## config.mk

```make
export PLATFORM = sky130hd
export DESIGN_NAME = fuzz_stim_stage
export DESIGN_NICKNAME = d
export VERILOG_FILES = /design/src/rtl/fuzz_stim_stage.sv
export SDC_FILE = /design/constraint.sdc
export NUM_CORES = 1
export LEC_CHECK = 0
export BUFFER_PORTS_ARGS = -buffer_cell sky130_fd_sc_hd__buf_2
export CAP_MARGIN = 20
export CORE_ASPECT_RATIO = 1.4
export CORE_MARGIN = 5
export CORE_UTILIZATION = 40
export CTS_BUF_LIST = sky130_fd_sc_hd__clkbuf_8
export DETAILED_ROUTE_END_ITERATION = 10
export HOLD_SLACK_MARGIN = 0.08
export PLACE_DENSITY = 0.59
export SLEW_MARGIN = 20
export SYNTH_ARGS = -nofsm -noshare
export SYNTH_HDL_FRONTEND = slang
export SYNTH_SLANG_ARGS = --single-unit
```

## constraint.sdc

```tcl
create_clock -name clock -period 17.4 [get_ports clock]
set_clock_uncertainty 0.15 [all_clocks]
set_input_delay 2.61 -clock clock [delete_from_list [all_inputs] [get_ports clock]]
set_output_delay 2.61 -clock clock [all_outputs]
set_load 0.01 [all_outputs]
```

## src/rtl/fuzz_stim_stage.sv

```systemverilog
// Stimulus staging between fuzz driver and core: STAGES-deep input pipeline, hold/freeze,
// core-reset stretcher, selectable dmem response latency. Optional STIM_CHECKSUM_EN adds stim_csum.
module fuzz_stim_stage #(
  parameter int XLEN        = 32,
  parameter int STAGES      = 1,
  parameter int RST_STRETCH = 4,
  parameter int MAX_LAT     = 3,
  parameter int CNT_W       = 32
) (
  input  logic             clock,
  input  logic             reset,
  input  logic             fuzz_reset,
  input  logic [4:0]       ddpath_addr,
  input  logic [XLEN-1:0]  ddpath_wdata,
  input  logic [XLEN-1:0]  dmem_resp_data,
  input  logic             dmem_resp_valid,
  input  logic [XLEN-1:0]  imem_resp_data,
  input  logic             hold,
  input  logic [3:0]       dmem_lat,
  output logic             core_reset,
  output logic [4:0]       c_ddpath_addr,
  output logic [XLEN-1:0]  c_ddpath_wdata,
  output logic [XLEN-1:0]  c_dmem_resp_data,
  output logic             c_dmem_resp_valid,
  output logic [XLEN-1:0]  c_imem_resp_data,
  output logic [CNT_W-1:0] stim_count
`ifdef STIM_CHECKSUM_EN
  ,
  output logic [XLEN-1:0]  stim_csum
`endif
);

  logic [4:0]      addr_q  [STAGES];
  logic [XLEN-1:0] wdata_q [STAGES];
  logic [XLEN-1:0] dmd_q   [STAGES];
  logic            dmv_q   [STAGES];
  logic [XLEN-1:0] imem_q  [STAGES];
  logic            frst_q  [STAGES];
  logic            fz_rst_s;

  // Entry k-1 is tap k of the dmem delay line.
  logic [XLEN-1:0] lat_dat [MAX_LAT];
  logic            lat_vld [MAX_LAT];

  logic [7:0]      rst_cnt;
  logic [7:0]      rst_cnt_nxt;
  logic [3:0]      lat_eff;
  logic            stim_inc;
  logic            sel_vld;
  logic [XLEN-1:0] sel_dat;

  always_ff @(posedge clock) begin
    if (reset) begin
      for (int i = 0; i < STAGES; i++) begin
        addr_q[i]  <= '0;
        wdata_q[i] <= '0;
        dmd_q[i]   <= '0;
        dmv_q[i]   <= 1'b0;
        imem_q[i]  <= '0;
        frst_q[i]  <= 1'b0;
      end
    end else if (!hold) begin
      addr_q[0]  <= ddpath_addr;
      wdata_q[0] <= ddpath_wdata;
      dmd_q[0]   <= dmem_resp_data;
      dmv_q[0]   <= dmem_resp_valid;
      imem_q[0]  <= imem_resp_data;
      frst_q[0]  <= fuzz_reset;
      for (int i = 1; i < STAGES; i++) begin
        addr_q[i]  <= addr_q[i-1];
        wdata_q[i] <= wdata_q[i-1];
        dmd_q[i]   <= dmd_q[i-1];
        dmv_q[i]   <= dmv_q[i-1];
        imem_q[i]  <= imem_q[i-1];
        frst_q[i]  <= frst_q[i-1];
      end
    end
  end

  assign fz_rst_s         = frst_q[STAGES-1];
  assign c_ddpath_addr    = addr_q[STAGES-1];
  assign c_ddpath_wdata   = wdata_q[STAGES-1];
  assign c_imem_resp_data = imem_q[STAGES-1];

  always_ff @(posedge clock) begin
    if (reset) begin
      for (int k = 0; k < MAX_LAT; k++) begin
        lat_dat[k] <= '0;
        lat_vld[k] <= 1'b0;
      end
    end else if (!hold) begin
      lat_dat[0] <= dmd_q[STAGES-1];
      lat_vld[0] <= dmv_q[STAGES-1];
      for (int k = 1; k < MAX_LAT; k++) begin
        lat_dat[k] <= lat_dat[k-1];
        lat_vld[k] <= lat_vld[k-1];
      end
    end
  end

  assign lat_eff = (dmem_lat > 4'(MAX_LAT)) ? 4'(MAX_LAT) : dmem_lat;

  always_comb begin
    sel_vld = dmv_q[STAGES-1];
    sel_dat = dmd_q[STAGES-1];
    for (int k = 1; k <= MAX_LAT; k++) begin
      if (lat_eff == 4'(k)) begin
        sel_vld = lat_vld[k-1];
        sel_dat = lat_dat[k-1];
      end
    end
  end

  assign c_dmem_resp_data  = sel_dat;
  assign c_dmem_resp_valid = sel_vld & ~core_reset;

  // A staged fuzz reset reloads even when the counter would otherwise expire this edge.
  always_comb begin
    rst_cnt_nxt = rst_cnt;
    if (fz_rst_s) begin
      rst_cnt_nxt = 8'(RST_STRETCH);
    end else if (rst_cnt != 8'd0) begin
      rst_cnt_nxt = rst_cnt - 8'd1;
    end
  end

  always_ff @(posedge clock) begin
    if (reset) begin
      rst_cnt <= 8'(RST_STRETCH);
    end else if (!hold) begin
      rst_cnt <= rst_cnt_nxt;
    end
  end

  assign core_reset = (rst_cnt != 8'd0);

  // Count edges that leave the core out of reset, so the first released cycle reads 1.
  assign stim_inc = !hold && (rst_cnt_nxt == 8'd0);

  always_ff @(posedge clock) begin
    if (reset) begin
      stim_count <= '0;
    end else if (stim_inc && (stim_count != {CNT_W{1'b1}})) begin
      stim_count <= stim_count + CNT_W'(1);
    end
  end

`ifdef STIM_CHECKSUM_EN
  always_ff @(posedge clock) begin
    if (reset) begin
      stim_csum <= '0;
    end else if (stim_inc && (stim_count != {CNT_W{1'b1}})) begin
      stim_csum <= {stim_csum[XLEN-2:0], stim_csum[XLEN-1]} ^ c_imem_resp_data
                   ^ c_ddpath_wdata ^ {{(XLEN-5){1'b0}}, c_ddpath_addr};
    end
  end
`endif

endmodule

```

==> metrics.md, run 1 <==
| Metric | Value |
|---|---|
| Fillers | `2516` |
| Port Buffer Count | `244` |
| First-pass DRT Iterations | `7` |
| CTS tree | `done` |
| Area growth syn-to-layout | `20.7%` |
| Register area share after synthesis | `63.9%` |
| Vias/cell | `5.15` |
| Clk pwr share | `36.0%` |
| Placed cell area | `12200 µm²` |
| Seq pwr share | `54.7%` |
| Final Cell Area | `13000 µm²` |
| CP Capture Type | `output port` |
| Initial core utilization | `40.3%` |
| Clock sink total | `242` |
| Cell-internal power | `0.937 mW` |
| Worst R2R Start | `rst_cnt[2]` |
| CP Launch Type | `primary input` |
| Combinational power share | `9.3%` |
| Min Tclk post-route | `7.63 ns` |
| Crit Path Category | `in2out` |
| Top-level port count | `245` |
| Syn Inst Count | `881` |
| YS warnings | `0` |
| Switch Pwr | `0.307 mW` |
| Syn Nets | `994` |
| Vias | `7586` |
| Routed len/inst | `17.0 µm` |
| Routed met3 length | `2260 µm` |
| GPL Wtd Cong | `0.789` |
| Initial antenna violation count | `8` |
| Clk_lat worst skew | `0.54 ns` |
| CP arrival | `4.87 ns` |
| Largest net degree at the start of global routing | `203` |
| Yosys cell types | `54` |
| Final hold vios | `0` |
| Post-CTS Setup Bufs | `0` |
| Leakage | `5.63 nW` |
| Grt total ovfl | `0` |
| H-tree depth | `2` |
| RSZ-0062 raised after global routing | `false` |
| Number of rows in the core area | `71` |
| CTS clk-pin slew, worst paths | `0.05 ns` |
| Mapped Area | `10700 µm²` |
| WL met1 | `9980 µm` |
| Hpwl dp | `15700 µm` |
| Drt total wl | `25000 µm` |
| Setup TNS | `0 ns` |
| First-pass GRT wire length | `39200 µm` |
| Clock root cell | `clkbuf_8` |
| Peak VDD IR | `0.0000695 V` |
| Crit share post-route | `43.9%` |
| Die Width | `148 µm` |
| Relative slew slack | `32.7%` |
| Share of cells above drive strength 1 | `27.6%` |
| Nets@finish | `1230` |
| Post-route antenna net violation count | `0` |
| Worst hold stages | `2` |
| Worst-margin pin slew | `1.01 ns` |
| Syn avg cell area | `12.2 µm²` |
| Setup crit start | `dmem_lat[1]` |
| Met2 WL | `12200 µm` |
| Hold_buf cts | `0` |
| Num CTS Buffers | `41` |
| Initial DRC count | `292` |
| Yosys reg bits | `242` |
| Slew Viols, Final | `0` |
| Status | `complete, no violations` |
| Flop2flop setup slack | `14.04 ns` |
| DR DRC count | `0` |
| Top Metal Used | `met5` |
| Hold path startpoint | `rst_cnt[7]` |
| Core Footprint | `26700 µm²` |
| GR Util All Layers | `16.0%` |
| Hold Path Class | `reg2reg` |
| Worst path required time | `14.64 ns` |
| Pwr/cell area | `96.0 nW/µm²` |
| R2R cell count | `6` |
| Resized Gates After CTS | `0` |
| Crit Path Max Fanout | `41` |
| Die H | `204 µm` |
| Vias in the first global route | `7549` |
| Net Sw Frac | `24.7%` |
| Fmax | `0.131 GHz` |
| MaxCap Viol Count | `0` |
| Clock Path Buffers | `3` |
| Final setup fails | `0` |
| Die area | `30300 µm²` |
-- registers in the layout, indices dropped and copies added (netlist names) --
register / cells
frst_q: 1
imem_q: 32
lat_vld: 3
stim_count: 32
rst_cnt: 8
lat_dat: 96
wdata_q: 32
addr_q: 5
dmd_q: 32
dmv_q: 1
-- cells by family (layout without fill, tap and decap cells) --
logic type / Yosys count / after routing / synth area share [%]
buf+inv: 96 / 360 / 3.46
compound gates: 147 / 147 / 9.04
flops: 242 / 242 / 63.9
other cells: 0 / 1 / 0
xor+xnor: 1 / 1 / 0.0816
mux: 38 / 38 / 3.59
fa+ha+maj: 3 / 3 / 0.350
simple gates: 354 / 354 / 19.5
-- per-layer routing --
layer / track usage (%) / vias to the layer above
met5: 0 / -
li1: - / 3687
met2: 26.6 / 237
met3: 6.28 / 49
met1: 19.0 / 3599
met4: 5.18 / 14
-- cells in the mapped netlist, drive strengths merged --
master / count / area, µm²
nand4: 14 / 103
a211o: 2 / 17.5
nor4: 5 / 31.3
a211oi: 2 / 15.0
or4b: 3 / 33.8
dfxtp: 40 / 801
ha: 3 / 37.5
nor2b: 4 / 25.0
edfxtp: 202 / 6070
or3: 16 / 100
and3: 5 / 31.3
or4: 13 / 101
o31ai: 15 / 126
nor4b: 2 / 17.5
and3b: 1 / 8.76
nand2b: 3 / 18.8
nand3: 10 / 50.1
o31a: 1 / 8.76
a21o: 22 / 165
o41ai: 1 / 8.76
and2: 181 / 1130
a22oi: 1 / 7.51
o21ai: 41 / 205
or3b: 2 / 17.5
o211ai: 2 / 15.0
o221a: 1 / 11.3
buf: 9 / 45.0
mux2: 4 / 45.0
and4: 3 / 26.3
inv: 36 / 135
a41oi: 1 / 8.76
clkbuf: 51 / 191
nand3b: 2 / 15.0
mux2i: 34 / 340
a221oi: 22 / 193
nor2: 19 / 71.3
nand2: 37 / 139
a21oi: 33 / 165
a31oi: 1 / 6.26
a2111oi: 1 / 8.76
nor3b: 1 / 7.51
xnor2: 1 / 8.76
nor3: 33 / 170
a31o: 1 / 8.76
-- worst paths after layout --
kind,to
max,c_dmem_resp_data[5]
min,rst_cnt[7]
max reg2reg,stim_count[13]
min reg2reg,rst_cnt[7]
-- final cells by class --
type | count | area (µm²) | area share, %
multi-input cells | 543 | 3530 | 27.2
diodes | 1 | 2.50 | 0.0193
well taps | 328 | 410 | 3.17
inverters | 36 | 135 | 1.04
clock inverters | 29 | 119 | 0.917
clock buffers | 42 | 578 | 4.46
flip-flops and latches | 242 | 6870 | 53.0
repair buffers | 253 | 1320 | 10.2
-- layout by cell type, fill, tap and decap left out, types with 5 or more instances in the layout --
| master | instances |
|---|---|
| nand2_1 | 35 |
| clkbuf_8 | 42 |
| nor3_1 | 31 |
| a21o_1 | 22 |
| inv_1 | 51 |
| clkinv_1 | 10 |
| or4_1 | 12 |
| mux2i_1 | 34 |
| dfxtp_1 | 40 |
| o31ai_1 | 14 |
| and2_1 | 181 |
| or3_1 | 16 |
| and3_1 | 5 |
| a221oi_1 | 22 |
| buf_2 | 244 |
| nor4_1 | 5 |
| buf_4 | 7 |
| nand4_1 | 13 |
| a21oi_1 | 33 |
| nor2_1 | 18 |
| edfxtp_1 | 202 |
| o21ai_0 | 41 |
| nand3_1 | 10 |
-- through the flow --
stage | utilization, % | worst slack (ns) | cells | total power, mW | hold slack [ns]
after floorplan | - | 9.18 | 881 | 0.763 | 0.295
after global placement | 45.9 | 9.77 | 1401 | 0.809 | 0.314
after detailed placement | 45.9 | 9.72 | 1401 | 0.811 | 0.319
after CTS | 48.5 | 9.75 | 1472 | 1.27 | 0.330
after global routing | 48.6 | 9.61 | 1473 | 1.31 | 0.357
final | 48.6 | 9.77 | 1474 | 1.24 | 0.331
-- worst max-delay path: stages --
cell      delay [ns]
buf_2           0.46
or4b_2          1.10
a221oi_1        0.43
a21o_1          0.12
buf_2           0.13
-- power by group through the flow --
| stage | clock [mW] | sequential, mW | combinational [mW] |
|---|---|---|---|
| final | 0.448 | 0.681 | 0.116 |
| after global routing | 0.494 | 0.685 | 0.129 |
| after CTS | 0.468 | 0.682 | 0.118 |
| after detailed placement | 0 | 0.694 | 0.117 |
| after global placement | 0 | 0.693 | 0.117 |
| after floorplan | 0 | 0.701 | 0.0624 |
Note: power is estimated with default switching activity, not from simulation.
==> inputs of run 2 (changes only) <==
--- a/config.mk
+++ b/config.mk
@@ -13,7 +13,7 @@
 export CTS_BUF_LIST = sky130_fd_sc_hd__clkbuf_8
 export DETAILED_ROUTE_END_ITERATION = 10
 export HOLD_SLACK_MARGIN = 0.08
-export PLACE_DENSITY = 0.59
+export PLACE_DENSITY = 0.61
 export SLEW_MARGIN = 20
 export SYNTH_ARGS = -nofsm -noshare
 export SYNTH_HDL_FRONTEND = slang
==> constraint.sdc (replaced) <==
create_clock -name clock -period 6.4 [get_ports clock]
set_clock_uncertainty 0.15 [all_clocks]
set_input_delay 0.96 -clock clock [delete_from_list [all_inputs] [get_ports clock]]
set_output_delay 0.96 -clock clock [all_outputs]
set_load 0.01 [all_outputs]
==> metrics.md, run 2 (synthesized netlist as in run 1, its figures left out) <==
| Metric | Value |
|---|---|
| Post-route antenna net violation count | `0 (unchanged)` |
| Setup crit end | `c_dmem_resp_data[26] (was c_dmem_resp_data[5])` |
| Num CTS Buffers | `40 (was 41)` |
| Share of cells above drive strength 1 | `27.4% (was 27.6%)` |
| Initial antenna violation count | `4 (was 8)` |
| Slew Viols, Final | `0 (unchanged)` |
| Die Width | `148 µm (unchanged)` |
| Biggest register | `lat_dat (unchanged)` |
| MaxCap Viol Count | `0 (unchanged)` |
| Clock Path Buffers | `3 (unchanged)` |
| Layout Cells excl Fill | `1470 (was 1474)` |
| CTS tree | `done (unchanged)` |
| Total chip power | `3.39 mW (was 1.24 mW)` |
| Vias in the first global route | `7724 (was 7549)` |
| RSZ-0062 raised after global routing | `false (unchanged)` |
| Flop2flop setup slack | `3.13 ns (was 14.04 ns)` |
| Number of rows in the core area | `71 (unchanged)` |
| Commonest non-fill, non-tap cell in the layout | `buf_2 (unchanged)` |
| Clock root cell | `clkbuf_8 (unchanged)` |
| Most common cell on crit path | `buf_2 (unchanged)` |
| Area growth syn-to-layout | `20.4% (was 20.7%)` |
| Max reg flops | `96 (unchanged)` |
| Fillers | `2468 (was 2516)` |
| Hold Path Class | `reg2reg (unchanged)` |
| CTS clk-pin slew, worst paths | `0.06 ns (was 0.05 ns)` |
| Pwr/cell area | `262 nW/µm² (was 96.0 nW/µm²)` |
| Setup TNS | `0 ns (unchanged)` |
| Crit Path Max Fanout | `25 (was 41)` |
| Setup crit start | `dmem_lat[1] (unchanged)` |
| Top-level port count | `245 (unchanged)` |
| Critical path's slowest cell | `nand2_2 (was or4b_2)` |
| Placed cell area | `12200 µm² (about the same)` |
| Port Buffer Count | `244 (unchanged)` |
| Post-layout util | `48.5% (was 48.6%)` |
| Post-CTS Setup Bufs | `0 (unchanged)` |
| H-tree depth | `2 (unchanged)` |
| First-pass GRT wire length | `39600 µm (was 39200 µm)` |
| Grt total ovfl | `0 (unchanged)` |
| Nets@finish | `1227 (was 1230)` |
| Critical Path Max Stage Delay | `0.49 ns (was 1.10 ns)` |
| Final hold vios | `0 (unchanged)` |
| Worst path required time | `5.29 ns (was 14.64 ns)` |
| Fmax | `0.226 GHz` |
| Reg-to-reg endpoint | `stim_count[13] (unchanged)` |
| CP Capture Type | `output port (unchanged)` |
| Die area | `30300 µm² (unchanged)` |
| CP Launch Type | `primary input (unchanged)` |
| Crit Path Category | `in2out (unchanged)` |
| Worst R2R Start | `rst_cnt[2] (unchanged)` |
| Clock sink total | `242 (unchanged)` |
| Vias | `7602 (was 7586)` |
| Largest net degree at the start of global routing | `131 (was 203)` |
| Drt total wl | `24900 µm (was 25000 µm)` |
| Peak VDD IR | `0.000190 V (was 0.0000695 V)` |
| Crit-path cells | `buf_2, nor3_1, nand2_2, buf_4, mux2i_1, a221oi_1, a21o_1, buf_2 (was buf_2, or4b_2, a221oi_1, a21o_1, buf_2)` |
| Crit share post-route | `69.0%` |
| DP Cell Count | `1400 (was 1401)` |
| Leakage | `5.61 nW (was 5.63 nW)` |
| Hold_buf cts | `0 (unchanged)` |
| Clk_lat worst skew | `0.55 ns (was 0.54 ns)` |
| Initial core utilization | `40.3% (unchanged)` |
| Worst-margin pin slew | `1.04 ns (was 1.01 ns)` |
| Min Tclk post-route | `4.42 ns` |
| Core Footprint | `26700 µm² (unchanged)` |
| Resized Gates After CTS | `0 (unchanged)` |
| Status | `complete, no violations (unchanged)` |
| GPL Wtd Cong | `0.798 (was 0.789)` |
| Vias/cell | `5.17 (was 5.15)` |
| Final Cell Area | `12900 µm² (was 13000 µm²)` |
| Most frequent cells in the layout | `buf_2, edfxtp_1, and2_1, inv_1, clkbuf_8 (unchanged)` |
| Final setup fails | `0 (unchanged)` |
| Die H | `204 µm (unchanged)` |
| DR DRC count | `0 (unchanged)` |
| CP arrival | `3.31 ns (was 4.87 ns)` |
| GR Util All Layers | `16.1% (was 16.0%)` |
| R2R cell count | `6 (unchanged)` |
| Hpwl dp | `15700 µm (about the same)` |
| Routed len/inst | `16.9 µm (was 17.0 µm)` |
| First-pass DRT Iterations | `4 (was 7)` |
| Relative slew slack | `30.8% (was 32.7%)` |
| Initial DRC count | `322 (was 292)` |
-- run 2: changes by cell type in the layout (fill, tap and decap cells not counted), sizes merged --
| cell | previous run | this run |
|---|---|---|
| buf | 253 | 251 |
| clkinv | 12 | 10 |
-- run 2: power by group --
part	switching [mW]	internal (mW)
combinational	0.187	0.128
sequential	0.0391	1.81
clock	0.620	0.603
-- run 2: worst min-delay path by stage --
| stage | to | slack [ns] | depth (start not counted) | startpoint |
|---|---|---|---|---|
| after floorplan | rst_cnt[7] | 0.29 | 2 | rst_cnt[7] |
| final | rst_cnt[7] | 0.33 | 2 | rst_cnt[7] |
| after detailed placement | rst_cnt[7] | 0.32 | 2 | rst_cnt[7] |
| after global placement | rst_cnt[7] | 0.32 | 2 | rst_cnt[7] |
| after CTS | rst_cnt[7] | 0.33 | 2 | rst_cnt[7] |
| after global routing | stim_count[14] | 0.39 | 2 | stim_count[14] |
-- run 2: per-layer routing --
layer | vias up | global-route usage [%] | part of all wire, %
li1 | 3677 | - | -
met1 | 3621 | 18.4 | 39
met2 | 247 | 27.4 | 49
met3 | 51 | 6.59 | 9.3
met4 | 6 | 5.32 | 2.5
met5 | - | 0 | 0.088
-- run 2: layout make-up --
cell class                      instances  area [µm²]  area share [%]
Inverter                               36         135            1.04
Multi-Input combinational cell        543        3530            27.3
Timing Repair Buffer                  251        1300            10.0
Sequential cell                       242        6870            53.1
Clock buffer                           42         578            4.47
Tap cell                              328         410            3.17
Clock inverter                         27         110           0.851
Antenna cell                            1        2.50          0.0193
-- run 2: per-stage QoR --
step | setup WS, ns | hold WS [ns]
2_1_floorplan | 1.76 | 0.295
3_3_place_gp | 2.01 | 0.317
3_5_place_dp | 1.95 | 0.325
4_1_cts | 1.95 | 0.334
5_1_grt | 1.71 | 0.391
6_report | 1.98 | 0.328
-- run 2: critical path, delay by kind of cell --
family / cells / cell delay (ns)
AO/OA/AOI/OAI: 2 / 0.45
multiplexers: 1 / 0.15
AND/OR/NAND/NOR: 2 / 0.89
buffers and inverters: 3 / 0.83
==> inputs of run 3 (changes only) <==
--- a/config.mk
+++ b/config.mk
@@ -5,6 +5,7 @@
 export SDC_FILE = /design/constraint.sdc
 export NUM_CORES = 1
 export LEC_CHECK = 0
+export ABC_AREA = 1
 export BUFFER_PORTS_ARGS = -buffer_cell sky130_fd_sc_hd__buf_2
 export CAP_MARGIN = 20
 export CORE_ASPECT_RATIO = 1.4
==> constraint.sdc (replaced) <==
create_clock -name clock -period 3.8 [get_ports clock]
set_clock_uncertainty 0.15 [all_clocks]
set_input_delay 0.57 -clock clock [delete_from_list [all_inputs] [get_ports clock]]
set_output_delay 0.57 -clock clock [all_outputs]
set_load 0.01 [all_outputs]
==> metrics.md, run 3 <==
| Metric | Value |
|---|---|
| Status | `complete, no violations (unchanged)` |
| CTS clk-pin slew, worst paths | `0.06 ns (about the same)` |
| Pre-CTS setup slack | `0.655 ns (was 1.95 ns)` |
| Worst setup margin | `0.714 ns (was 1.98 ns)` |
| Yosys reg bits | `242 (unchanged)` |
| Setup TNS | `0 ns (unchanged)` |
| H-tree depth | `2 (unchanged)` |
| Area of the multi-input gates | `3430 µm² (was 3530 µm²)` |
| Biggest register | `lat_dat (unchanged)` |
| Worst path required time | `3.08 ns (was 5.29 ns)` |
| Number of synthesized flops with an enable pin | `202 (unchanged)` |
| Vias | `8854 (was 7602)` |
| Seq pwr share | `52.3% (was 54.6%)` |
| Worst-margin pin slew | `0.759 ns (was 1.04 ns)` |
| MaxCap Viol Count | `0 (unchanged)` |
| GPL Wtd Cong | `0.866 (was 0.798)` |
| Mapped Area | `11400 µm² (was 10700 µm²)` |
| First-pass GRT wire length | `45600 µm (was 39600 µm)` |
| First-pass DRT Iterations | `5 (was 4)` |
| YS warnings | `0 (unchanged)` |
| Die Width | `153 µm (was 148 µm)` |
| Yosys top cell by area | `edfxtp_1 (unchanged)` |
| CTS tree | `done (unchanged)` |
| Leakage | `6.37 nW (was 5.61 nW)` |
| Grt total ovfl | `0 (unchanged)` |
| Clock root cell | `clkbuf_8 (unchanged)` |
| Register area | `6870 µm² (unchanged)` |
| Slew Viols, Final | `0 (unchanged)` |
| Post-CTS Setup Bufs | `0 (unchanged)` |
| Switch Pwr | `1.54 mW (was 0.846 mW)` |
| Drt total wl | `27700 µm (was 24900 µm)` |
| Hpwl dp | `19400 µm (was 15700 µm)` |
| DR DRC count | `0 (unchanged)` |
| Clock Path Buffers | `3 (unchanged)` |
| ANT cells | `0 (was 1)` |
| Port Buffer Count | `244 (unchanged)` |
| Initial antenna violation count | `3 (was 4)` |
| Final hold vios | `0 (unchanged)` |
| CP Launch Type | `primary input (unchanged)` |
| Number of rows in the core area | `73 (was 71)` |
| Hold_buf cts | `0 (unchanged)` |
| Largest net degree at the start of global routing | `63 (was 131)` |
| Min Tclk post-route | `3.09 ns` |
| CP Capture Type | `output port (unchanged)` |
| Yosys cell types | `39 (was 54)` |
| Fillers | `2750 (was 2468)` |
| Crit Path Max Fanout | `19 (was 25)` |
| Most frequent cells in the layout | `inv_1, nor2_1, buf_2, edfxtp_1, nand2_1 (was buf_2, edfxtp_1, and2_1, inv_1, clkbuf_8)` |
| Resized Gates After CTS | `0 (unchanged)` |
| Crit share post-route | `81.2%` |
| Commonest non-fill, non-tap cell in the layout | `inv_1 (was buf_2)` |
| Combinational power share | `11.6% (was 9.3%)` |
| Top-level port count | `245 (unchanged)` |
| Synth Flop Type | `edfxtp_1 (unchanged)` |
| Initial DRC count | `429 (was 322)` |
| Post-synth ARST share | `0% (unchanged)` |
| CP arrival | `2.37 ns (was 3.31 ns)` |
| Routed len/inst | `14.5 µm (was 16.9 µm)` |
| Vias in the first global route | `9077 (was 7724)` |
| GR Util All Layers | `17.2% (was 16.1%)` |
| Share of cells above drive strength 1 | `23.5% (was 27.4%)` |
| Most used standard cell by instance count after synthesis | `nor2_1 (was edfxtp_1)` |
| Clock sink total | `242 (unchanged)` |
| Nets@finish | `1618 (was 1227)` |
| Pwr/cell area | `428 nW/µm² (was 262 nW/µm²)` |
| Max reg flops | `96 (unchanged)` |
| Area growth syn-to-layout | `21.6% (was 20.4%)` |
| Die H | `210 µm (was 204 µm)` |
| Num CTS Buffers | `39 (was 40)` |
| Clk pwr share | `36.0% (was 36.1%)` |
| Syn avg cell area | `9.16 µm² (was 12.2 µm²)` |
| Register area share after synthesis | `60.1% (was 63.9%)` |
| Net Sw Frac | `25.8% (was 25.0%)` |
| Syn Nets | `1361 (was 994)` |
| Relative slew slack | `49.3% (was 30.8%)` |
| Crit Path Category | `in2out (unchanged)` |
| Syn Inst Count | `1248 (was 881)` |
| Post-route antenna net violation count | `0 (unchanged)` |
| Cell-internal power | `4.41 mW (was 2.54 mW)` |
| Core Footprint | `28300 µm² (was 26700 µm²)` |
| Hold Path Class | `in2reg (was reg2reg)` |
| Die area | `32100 µm² (was 30300 µm²)` |
| Most frequent cells after synthesis | `nor2_1, inv_1, edfxtp_1 (was edfxtp_1, and2_1, clkbuf_1)` |
| Final setup fails | `0 (unchanged)` |
| RSZ-0062 raised after global routing | `false (unchanged)` |
| Initial core utilization | `40.4% (was 40.3%)` |
| Fmax | `0.324 GHz` |
| Synth top area cells | `edfxtp_1, nor2_1, inv_1 (was edfxtp_1, and2_1, dfxtp_1)` |
| Peak VDD IR | `0.000264 V (was 0.000190 V)` |
| Total chip power | `5.94 mW (was 3.39 mW)` |
| Top cell type's share of synthesized area | `53.1% (was 56.5%)` |
| Vias/cell | `4.64 (was 5.17)` |
| Clk_lat worst skew | `0.55 ns (about the same)` |
run 3: cell families (layout without fill, tap and decap cells):
logic type      count (synthesis)  count (layout)  share of synthesized area [%]
flops                         242             242                           60.1
fa+ha+maj                       3               3                          0.329
simple gates                  523             523                           20.2
xor+xnor                       23              23                           1.76
buf+inv                       298             584                           10.1
compound gates                159             159                           7.42
run 3: cell type report:
| class | instances | share of cell area [%] |
|---|---|---|
| multi-input cells | 708 | 24.7 |
| repair buffers | 265 | 10.6 |
| inverters | 249 | 6.73 |
| flip-flops and latches | 242 | 49.4 |
| clock inverters | 27 | 1.01 |
| well taps | 375 | 3.38 |
| clock buffers | 43 | 4.26 |
run 3: per-layer routing:
layer | GRT usage [%] | routed length [µm]
met5 | 0 | 47
met4 | 5.63 | 678
met3 | 6.00 | 2270
met2 | 29.3 | 13400
met1 | 20.4 | 11400
run 3: worst paths after layout:
kind | slack, ns | to | depth (start not counted) | from
max | 0.71 | c_dmem_resp_data[1] | 10 | dmem_lat[3]
min | 0.16 | imem_q[0][31] | 3 | imem_resp_data[31]
max reg2reg | 1.17 | stim_count[29] | 9 | stim_count[1]
min reg2reg | 0.37 | stim_count[0] | 2 | stim_count[0]
run 3: worst max-delay path, cell delays in order:
cell      delay [ns]
buf_2           0.09
nor2_1          0.14
nand2_1         0.10
nor2_2          0.12
clkinv_1        0.45
buf_4           0.35
o211ai_1        0.09
o21ai_0         0.10
o21ai_0         0.18
buf_2           0.17
run 3: power groups by stage:
stage	sequential (mW)	clock, mW	combinational [mW]
after detailed placement	3.17	0	0.701
after global routing	3.13	2.35	0.780
after global placement	3.16	0	0.697
final	3.11	2.14	0.691
after CTS	3.11	2.22	0.704
after floorplan	3.20	0	0.392
run 3: stage by stage:
step                      instances  cell area (µm²)  utilization (%)  hold WS (ns)
after floorplan                1248            11400                -         0.347
after global placement         1839            13200             46.5         0.357
after detailed placement       1839            13200             46.5         0.358
after CTS                      1909            13900             49.1         0.125
after global routing           1909            13900             49.1         0.138
final                          1909            13900             49.1         0.162
